## src/rtl/fifo_rd_packer.sv

```systemverilog
// fifo_rd_packer: pops words from the async FIFO read port and packs RATIO
// consecutive words into one wide beat on a valid/ready stream. A partially
// filled beat is flushed after TIMEOUT idle cycles, with m_keep marking
// which lanes hold data. TIMEOUT=0 disables flushing.
module fifo_rd_packer #(
  parameter int DSIZE   = 8,
  parameter int RATIO   = 4,
  parameter int TIMEOUT = 16,
  parameter int TW      = 8
) (
  input  logic                   rclk,
  input  logic                   rrst_n,
  input  logic [DSIZE-1:0]       rdata,
  input  logic                   rempty,
  output logic                   rout,
  output logic [DSIZE*RATIO-1:0] m_data,
  output logic [RATIO-1:0]       m_keep,
  output logic                   m_valid,
  input  logic                   m_ready
);

  localparam int             CW       = $clog2(RATIO + 1);
  localparam logic [CW-1:0]  FULL     = CW'(RATIO);
  localparam logic [TW-1:0]  IDLE_MAX = TW'(TIMEOUT);
  localparam bit             FLUSH_EN = (TIMEOUT != 0);

  logic [DSIZE*RATIO-1:0] acc;
  logic [CW-1:0]          cnt;
  logic [CW-1:0]          cnt_base;
  logic [CW-1:0]          cnt_next;
  logic [TW-1:0]          idle;
  logic                   flush_req;
  logic                   xfer;
  logic [DSIZE*RATIO-1:0] beat_data;
  logic [RATIO-1:0]       beat_keep;

  // Handshake decisions: a full or flush-pending beat blocks further pops
  // until it moves to the output register; a pop in the transfer cycle
  // starts the next beat in lane 0.
  always_comb begin
    flush_req = FLUSH_EN && (cnt != '0) && (cnt < FULL) && (idle == IDLE_MAX);
    xfer      = ((cnt == FULL) || flush_req) && (!m_valid || m_ready);
    rout      = rrst_n && !rempty && (xfer || ((cnt < FULL) && !flush_req));
    cnt_base  = xfer ? '0 : cnt;
    cnt_next  = rout ? (cnt_base + CW'(1)) : cnt_base;
  end

  // Assemble the outgoing beat: lanes at or above cnt are zeroed, keep is
  // the thermometer mask of filled lanes.
  always_comb begin
    beat_data = '0;
    beat_keep = '0;
    for (int i = 0; i < RATIO; i++) begin
      if (CW'(i) < cnt) begin
        beat_data[i*DSIZE +: DSIZE] = acc[i*DSIZE +: DSIZE];
        beat_keep[i]                = 1'b1;
      end
    end
  end

  // Output register: loaded on transfer, held stable while stalled.
  always_ff @(posedge rclk) begin
    if (!rrst_n) begin
      m_valid <= 1'b0;
      m_data  <= '0;
      m_keep  <= '0;
    end else if (xfer) begin
      m_valid <= 1'b1;
      m_data  <= beat_data;
      m_keep  <= beat_keep;
    end else if (m_valid && m_ready) begin
      m_valid <= 1'b0;
    end
  end

  // Accumulator: each popped word lands in the next free lane, ascending.
  always_ff @(posedge rclk) begin
    if (!rrst_n) begin
      acc <= '0;
      cnt <= '0;
    end else begin
      if (rout) begin
        for (int i = 0; i < RATIO; i++) begin
          if (cnt_base == CW'(i)) begin
            acc[i*DSIZE +: DSIZE] <= rdata;
          end
        end
      end
      cnt <= cnt_next;
    end
  end

  // Idle counter: counts cycles without a pop while a partial beat waits,
  // saturating at TIMEOUT so the flush request stays asserted.
  always_ff @(posedge rclk) begin
    if (!rrst_n) begin
      idle <= '0;
    end else if (rout || xfer || (cnt_next == '0)) begin
      idle <= '0;
    end else if (idle != IDLE_MAX) begin
      idle <= idle + TW'(1);
    end
  end

endmodule

```

## config.mk

```make
export PLATFORM = sky130hd
export DESIGN_NAME = fifo_rd_packer
export DESIGN_NICKNAME = d
export VERILOG_FILES = /design/src/rtl/fifo_rd_packer.sv
export SDC_FILE = /design/constraint.sdc
export NUM_CORES = 1
export LEC_CHECK = 0
export ABC_AREA = 0
export BUFFER_PORTS_ARGS = -buffer_cell sky130_fd_sc_hd__buf_2
export CAP_MARGIN = 20
export CORE_MARGIN = 2
export CORE_UTILIZATION = 45
export DETAILED_ROUTE_END_ITERATION = 8
export GPL_TIMING_DRIVEN = 0
export PLACE_DENSITY = 0.66
export SETUP_SLACK_MARGIN = 0.02
export SLEW_MARGIN = 25
export SYNTH_ARGS = -nofsm -noshare
export SYNTH_HDL_FRONTEND = slang
export SYNTH_SLANG_ARGS = --single-unit
```

## constraint.sdc

```tcl
create_clock -name rclk -period 3.1 [get_ports rclk]
set_input_delay 0.62 -clock rclk [delete_from_list [all_inputs] [get_ports rclk]]
set_output_delay 0.62 -clock rclk [all_outputs]
set_load 0.005 [all_outputs]
```

Word level (Yosys, flattened, before mapping)
Cells that the tools add are included.
Widths: inputs -> output; s select.
{ "word_totals": {"regBits": 80, "out_inout_bits": 38, "in_bits": 12, "wordCells": 59} }
{ "classes": {"eq_ne": 6, "mux": 12, "n_bitwise": 1, "n_reduce_logical": 24, "order_cmp": 5, "add_sub_neg": 2} }
{ "op_table": {"columns": ["op", "count"], "rows": [
  ["$mux 8", 4],
  ["$add 8x1->8 const B", 1],
  ["$eq 8x5->1 const B", 1],
  ["$ne 8x5->1 const B", 1],
  ["$reduce_and 2->1", 4],
  ["$logic_and 1x1->1", 7],
  ["$eq 3x2->1 const B", 2],
  ["$logic_not 3->1", 2],
  ["$lt 1x3->1 const A", 2],
  ["$lt 2x3->1 const A", 2],
  ["$mux 1", 6],
  ["$mux 3", 2],
  ["$logic_or 1x1->1", 5],
  ["$add 3x1->3 const B", 1],
  ["$eq 3x1->1 const B", 1],
  ["$eq 3x3->1 const B", 1],
  ["$logic_not 1->1", 3],
  ["$lt 3x3->1 const B", 1],
  ["$reduce_bool 3->1", 1],
  ["$reduce_bool 2->1", 1],
  ["$reduce_or 2->1", 1],
  ["$not 1->1", 1]
]} }

Longest topological paths before layout
Gate-level depths: netlist (run 1).
{ "logic_depth": {"depth_word": 11, "mapped_depth": 11} }

Worst setup path after synthesis (run 1)
Ideal clock, no wire load.
{ "synth_timing": {"path_kind": "register -> register", "start": "reg idle[0]", "end": "reg cnt[2]", "path_stages_with_launch": 10, "path_buffers": 0, "setup_slack_ns": 0.700, "t_arrival_ns": 2.335, "t_required_ns": 3.035, "setup_ns": 0.065, "cell_sequence": "dfxtp_1 inv_1 ha_1 nand4bb_1 o41ai_1 inv_1 ha_1 ha_1 o31a_1 nor2_1"} }
{ "synth_via": {"elab_chain_cells": 7} }
{ "synth_lines": {"columns": ["element", "line_no", "text"], "rows": [
  ["start, declared", "31", "logic [TW-1:0] idle;"],
  ["start signal, assigned", "101", "idle <= idle + TW'(1);"],
  ["$eq 8x5->1 *", "41", "flush_req = FLUSH_EN && (cnt != '0) && (cnt < FULL) && (idle == IDLE_MAX);"],
  ["$logic_and 1x1->1 *", "41", null],
  ["$logic_or 1x1->1 or $logic_not 1->1 (tied branches)", "42, 43", null],
  ["$logic_and 1x1->1, on equally long branches", "42, 43", null],
  ["$mux 3 or $logic_or 1x1->1 (tied branches)", "44, 43", null],
  ["$add 3x1->3 or $logic_and 1x1->1 (tied branches)", "45, 43", null],
  ["$mux 3 *", "45", "cnt_next = rout ? (cnt_base + CW'(1)) : cnt_base;"],
  ["end signal, assigned", "89", "cnt <= cnt_next;"],
  ["end, declared", "28", "logic [CW-1:0] cnt;"]
]} }
Mark *: on every way between the ends. The rest lies on a longest branch, timed or not.
A chain may end at the register's enable or synchronous reset.

Final worst setup path (run 1)
{ "layout_timing": {"start": "reg idle[0]", "end": "out rout"} }
{ "layout_via": {"elab_chain_cells": 6} }
{ "layout_lines": {"columns": ["element", "line_no", "text"], "rows": [
  ["$eq 8x5->1 *", "41", null],
  ["$logic_and 1x1->1 *", "41", null],
  ["$logic_or 1x1->1 or $logic_not 1->1 (tied branches)", "42, 43", null],
  ["$logic_and 1x1->1, on equally long branches", "42, 43", null],
  ["$logic_or 1x1->1 *", "43", "rout = rrst_n && !rempty && (xfer || ((cnt < FULL) && !flush_req));"],
  ["$logic_and 1x1->1 *", "43", null],
  ["end, declared", "15", "output logic rout,"]
]} }
Marked as above.

==> results of run 1 <==
report_power, final:
group | leakage (nW) | total (W) | internal [W] | switching (W)
Sequential | 0.645 | 0.00104 | 0.00104 | 0.00000774
Combinational | 0.883 | 0.0000783 | 0.0000262 | 0.0000521
Clock | 0.0870 | 0.000717 | 0.000322 | 0.000395
worst max-delay path, stage by stage, from the launching register on:
cell,delay [ns]
dfxtp_1,0.38
inv_1,0.08
ha_1,0.15
nand4bb_1,0.26
nor4_4,0.68
nor3_1,0.14
buf_2,0.16
per-layer routing:
metal	vias up	global-route usage, %	wire (um)
met1	1128	23.8	3030
met4	0	6.29	81
met2	50	29.2	3250
li1	1209	-	-
met5	-	0	0
met3	6	3.49	247
path summary, 6_finish.rpt:
check | start | end | slack, ns | cells after the start
setup / recovery | idle[0] | rout | 0.28 | 6
hold reg to reg | m_keep[2] | m_keep[2] | 0.45 | 1
setup reg to reg | idle[0] | cnt[2] | 0.28 | 9
hold / removal | m_keep[2] | m_keep[2] | 0.45 | 1
sequential cells by signal (all words and copies together) (netlist names):
register and flops:
cnt 3, m_data 32, idle 8, m_valid 1
acc 32, m_keep 4
cells by family (layout without fill, tap and decap cells):
kind of cell    after synthesis  after routing  synth area share, %
compound gates               63             63                 14.6
xor+xnor                      7              7                 1.95
buf+inv                      24             88                 3.53
fa+ha+maj                     7              7                 2.78
flops                        80             80                 50.8
mux                          32             32                 10.2
simple gates                 93             93                 16.1
final cells by class:
class	instances	area (um2)
buffer	17	85.1
fill	655	3090
clock buffer	10	138
multi-input combinational	202	1440
inverter	7	26.3
timing repair buffer	48	240
clock inverter	6	51.3
sequential	80	1600
tap	96	120
cells in the mapped netlist, types with 2 or more instances:
library cell / number
mux2i_1: 32
nand4_1: 2
and3_1: 2
clkbuf_1: 9
nand2_1: 44
nand3_1: 13
nor2_1: 12
a22o_1: 24
inv_1: 5
a21oi_2: 2
o31ai_1: 3
nor2b_1: 2
nand4_4: 2
dfxtp_1: 80
ha_1: 7
nand2b_1: 2
nor3_1: 4
o21ai_0: 9
a21o_1: 3
nor3_4: 2
buf_6: 2
a21oi_1: 14
xor2_1: 6
buf_2: 5
placed cells by master (no fill, tap or decap), types with 6 or more instances in the layout:
cell	synthesis	layout
a21oi_1	14	14
o21ai_0	9	9
mux2i_1	32	32
clkbuf_1	9	9
nand2_1	44	44
ha_1	7	7
a22o_1	24	24
dfxtp_1	80	80
nand3_1	13	13
buf_2	5	53
nor2_1	12	12
xor2_1	6	6
clkbuf_8	0	10
metrics by stage:
stage / instances / utilization (%)
floorplan: 306 / -
global placement: 450 / 51.7
detailed placement: 450 / 51.7
CTS: 466 / 54.5
global route: 466 / 54.5
finish: 466 / 54.5
==> results.md, run 1 <==
- Final ANT Viol Nets: 0
- Critical Path AT: around 2.2 ns
- Post-DP Area: 3510 um2
- Synthesized area: roughly 3200 um2
- Synth Net Count: 325
- Synth area leader: dfxtp_1
- Pin count of the biggest net entering global routing: 16
- Crit start category: flop
- Input/output buffers: 48
- Post-CTS Setup Bufs: 0
- Initial Utilization: between 40% and 50%
- Final Hold Fails: 0
- Clock sink count: 80
- Fin crit share: approximately 90%
- Post-DP HPWL: 4.79 mm
- Critical path type: flop to primary output
- Initial antenna violation count: 0
- Vias in the first global route: 2,172
- Gate Count Post-Synth: about 310
- DRT iter0 DRCs: 76
- Post-synth EDFFs: 0
- DIE AREA: slightly below 8000 um2
- GR Util All Layers: 17.9%
- Minimum clock period after layout: 2.82 ns
- Clk slew on worst S/H paths: ~0.09 ns
- Vias: 2,393
- DIE WIDTH: about 90 um
- Post-cts sizing count: 0
- Cell at the root of the clock tree: clkbuf_8
- Maximum Capacitance Violations: 0
- Final worst slack: roughly 0.28 ns
- CP max FO: 7
- Synth Flop Type: dfxtp_1
- Core footprint: a little under 7000 um2
- Pre-antenna DRT Iters: 4
- Htree depth: 3
- PwrDens: 497 nW/um2
- Cell Rows: 30
- Layout area overhead: 17.4%
- Worst clock skew: between 0.01 and 0.015 ns
- Worst hold path class: flop to flop
- CTS buffer count: 9
- Wire length per cell: between 10 and 15 um
- Number of top-level pins: 50
- Pwr Total: around 0.0018 W
- First-pass GRT wire length: about 11 mm
- Drt total wl: 6.61 mm
- Vias per cell: between 5 and 6
- Fin Setup TNS: 0 ns
- Clk Latency, worst-skew pair: roughly 0.35 ns
- Synth top area share: between 50% and 60%
- Achievable Freq: approximately 0.36 GHz
- Sequential area share after synthesis: about half
- Ys Warns: 0
- Post-synth ARST share: 0%
- DP Worst Slack: roughly 0.3 ns
- Status: finished clean
- Worst relative slew slack: roughly 48%
- Post-route DRC: 0
- Clock tree from TritonCTS: done
- Final hold slack: around 0.45 ns
- Gpl congestion: between 0.8 and 0.9
- Critical path endpoint category: primary output
- Share of post-route cells with drive strength above 1: 23.2%
- Die height: just under 90 um
- Setup Viol. Count Final: 0
- Distinct cells, synth: 44
- Area contributors post-synth: dfxtp_1, mux2i_1, a22o_1, nand2_1, ha_1
- Layout Nets: roughly 380
- Register bit total from synthesis: 80
- Syn Area/Cell: 10.3 um2
- Grt ovf: 0
- CTS Hold Bufs: 0
- Critical path required time: 2.48 ns
- Worst VDD drop: around 0.29 mV
- Max-slew violations: 0
- RSZ-0062 raised after global routing: false
- Least-Margin Pin Slew: approximately 0.77 ns
- Lkg Pwr: around 1.6 nW
- Clock buffer depth: 2
- # diodes: 0
- Design Area, Final: between 3000 and 4000 um2
Note: power is estimated with default switching activity, not from simulation.
==> run 2: changes to the inputs <==
--- a/config.mk
+++ b/config.mk
@@ -8,11 +8,13 @@
 export ABC_AREA = 0
 export BUFFER_PORTS_ARGS = -buffer_cell sky130_fd_sc_hd__buf_2
 export CAP_MARGIN = 20
+export CELL_PAD_IN_SITES_DETAIL_PLACEMENT = 2
+export CELL_PAD_IN_SITES_GLOBAL_PLACEMENT = 2
 export CORE_MARGIN = 2
-export CORE_UTILIZATION = 45
+export CORE_UTILIZATION = 35
 export DETAILED_ROUTE_END_ITERATION = 8
 export GPL_TIMING_DRIVEN = 0
-export PLACE_DENSITY = 0.66
+export PLACE_DENSITY = 0.78
 export SETUP_SLACK_MARGIN = 0.02
 export SLEW_MARGIN = 25
 export SYNTH_ARGS = -nofsm -noshare
==> results.md, run 2 (same netlist as run 1, synthesis figures left out) <==
- Pin count of the biggest net entering global routing: 15 (was 16)
- Core footprint: 8720 um2 (was 6790 um2)
- Input/output buffers: 48 (unchanged)
- Gpl congestion: 0.812 (was 0.832)
- DIE AREA: 9780 um2 (was 7690 um2)
- Placed Cells: 462 (was 450)
- Clk Latency, worst-skew pair: 0.36 ns (was 0.35 ns)
- Cell at the root of the clock tree: clkbuf_8 (unchanged)
- CP max FO: 6 (was 7)
- Layout area overhead: 19.8% (was 17.4%)
- CP startpoint: idle[0] (unchanged)
- Final non-filler cell total: 480 (was 466)
- GR Layer Usage met3: 4.04% (was 3.49%)
- WHS Path Cells: 1 (unchanged)
- Crit start category: flop (unchanged)
- Worst hold path class: flop to flop (unchanged)
- Depth of the most critical reg-to-reg path: 10 (was 9)
- Initial antenna violation count: 0 (unchanged)
- Drt total wl: 8.91 mm (was 6.61 mm)
- Commonest non-fill, non-tap cells in the layout: dfxtp_1, buf_2, nand2_1 (unchanged)
- Critical path type: flop to flop (was flop to primary output)
- Clock sink count: 80 (unchanged)
- Layout Nets: 386 (was 384)
- Max-slew violations: 0 (unchanged)
- Pwr Total: 0.00200 W (was 0.00184 W)
- PwrDens: 529 nW/um2 (was 497 nW/um2)
- Post-route DRC: 0 (unchanged)
- GR Util All Layers: 18.9% (was 17.9%)
- Minimum clock period after layout: 2.78 ns (was 2.82 ns)
- Worst r2r src: idle[0] (unchanged)
- Most common cell after layout, fill and taps aside: dfxtp_1 (unchanged)
- Htree depth: 3 (unchanged)
- Lkg Pwr: 1.65 nW (was 1.62 nW)
- Hold_sp: m_keep[3] (was m_keep[2])
- RSZ-0062 raised after global routing: false (unchanged)
- Status: finished clean (unchanged)
- Setup Viol. Count Final: 0 (unchanged)
- DIE WIDTH: 98.9 um (was 87.7 um)
- Worst hold endpoint: m_keep[3] (was m_keep[2])
- Least-Margin Pin Slew: 0.761 ns (was 0.770 ns)
- CTS buffer count: 9 (unchanged)
- Share of post-route cells with drive strength above 1: 23.9% (was 23.2%)
- Wire length per cell: 18.6 um (was 14.2 um)
- GRT busiest layer: met2 (unchanged)
- Die height: 98.9 um (was 87.7 um)
- Clk slew on worst S/H paths: 0.09 ns (about the same)
- Critical path required time: 3.40 ns (was 2.48 ns)
- Clock buffer depth: 2 (unchanged)
- Vias: 2,516 (was 2,393)
- Reg2reg end: cnt[2] (unchanged)
- Worst clock skew: 0.00954 ns (was 0.0113 ns)
- Fin crit share: 89.5% (was 90.8%)
- Worst VDD drop: 0.266 mV (was 0.294 mV)
- Achievable Freq: 0.360 GHz (was 0.355 GHz)
- Grt ovf: 0 (unchanged)
- Largest regs: acc: 32 flops, m_data: 32 flops, idle: 8 flops (unchanged)
- Number of top-level pins: 50 (unchanged)
- Critical path endpoint category: flop (was primary output)
- Vias in the first global route: 2,657 (was 2,172)
- Maximum Capacitance Violations: 0 (unchanged)
- Clock tree from TritonCTS: done (unchanged)
- Post-DP HPWL: 6.29 mm (was 4.79 mm)
- Worst relative slew slack: 49.0% (was 48.0%)
- Vias per cell: 5.24 (was 5.14)
- GR Util met2: 32.3% (was 29.2%)
- Fill cells: 951 (was 655)
- Fin Setup TNS: 0 ns (unchanged)
- First-pass GRT wire length: 14.3 mm (was 10.5 mm)
- Pre-antenna DRT Iters: 4 (unchanged)
- Initial Utilization: 36.1% (was 46.4%)
- Final Hold Fails: 0 (unchanged)
- DRT iter0 DRCs: 83 (was 76)
- Final ANT Viol Nets: 0 (unchanged)
- Reg2Reg Setup Slack: 0.32 ns (was 0.28 ns)
- Critical Path AT: 3.08 ns (was 2.20 ns)
- # diodes: 0 (unchanged)
- Met1 Track Usage GR: 23.6% (was 23.8%)
- Cell Rows: 34 (was 30)
-- run 2: report_power, final --
| group | internal [W] | leakage (nW) | switching (W) |
|---|---|---|---|
| Sequential | 0.00104 | 0.645 | 0.00000835 |
| Combinational | 0.0000266 | 0.897 | 0.0000580 |
| Clock | 0.000458 | 0.103 | 0.000408 |
| Total | 0.00152 | 1.65 | 0.000475 |
-- run 2: worst max-delay path by stage --
stage | endpoint | slack [ns] | cells past startpoint
2_1_floorplan | cnt[2] | 0.70 | 9
3_3_place_gp | cnt[2] | 0.27 | 9
3_5_place_dp | acc[6] | 0.07 | 8
4_1_cts | cnt[2] | 0.05 | 9
5_1_grt | cnt[2] | 0.08 | 10
6_report | cnt[2] | 0.32 | 10
-- run 2: worst max-delay path, cell delays in order (launching register included) --
cell and delay (ns):
dfxtp_1 0.38, inv_1 0.09, ha_1 0.17, and4bb_2 0.30, nand2_1 0.14, o31ai_1 0.53
inv_1 0.19, ha_1 0.25, ha_1 0.28, o31a_1 0.30, nor2_1 0.09
-- run 2: what timing repair did --
| item | 4_1_cts | 5_1_grt |
|---|---|---|
| resized for setup | 0 | 2 |
| buffers inserted | 0 | 2 |
| hold buffers | 0 | 0 |
| endpoints found under the setup margin | 0 | 18 |
-- run 2: layout make-up --
class,count,area (um2),share of cell area [%]
Sequential cell,80,1600,42.4
Multi-Input combinational cell,202,1450,38.4
Timing Repair Buffer,50,255,6.76
Tap cell,108,135,3.58
Clock buffer,10,128,3.38
Clock inverter,6,92.6,2.45
Buffer,17,85.1,2.25
Inverter,7,26.3,0.696
-- run 2: per-stage QoR --
stage	setup slack [ns]	util, %	hold WS (ns)	cell area (um2)
2_1_floorplan	0.700	-	0.435	3150
3_3_place_gp	0.271	40.4	0.432	3530
3_5_place_dp	0.0748	40.4	0.444	3530
4_1_cts	0.0472	43.0	0.466	3750
5_1_grt	0.0819	43.3	0.484	3770
6_report	0.325	43.3	0.460	3770
-- run 2: per-layer routing --
| metal | wire (um) | vias up |
|---|---|---|
| li1 | - | 1209 |
| met1 | 3870 | 1254 |
| met2 | 4650 | 42 |
| met3 | 253 | 11 |
| met4 | 136 | 0 |
| met5 | 0 | - |
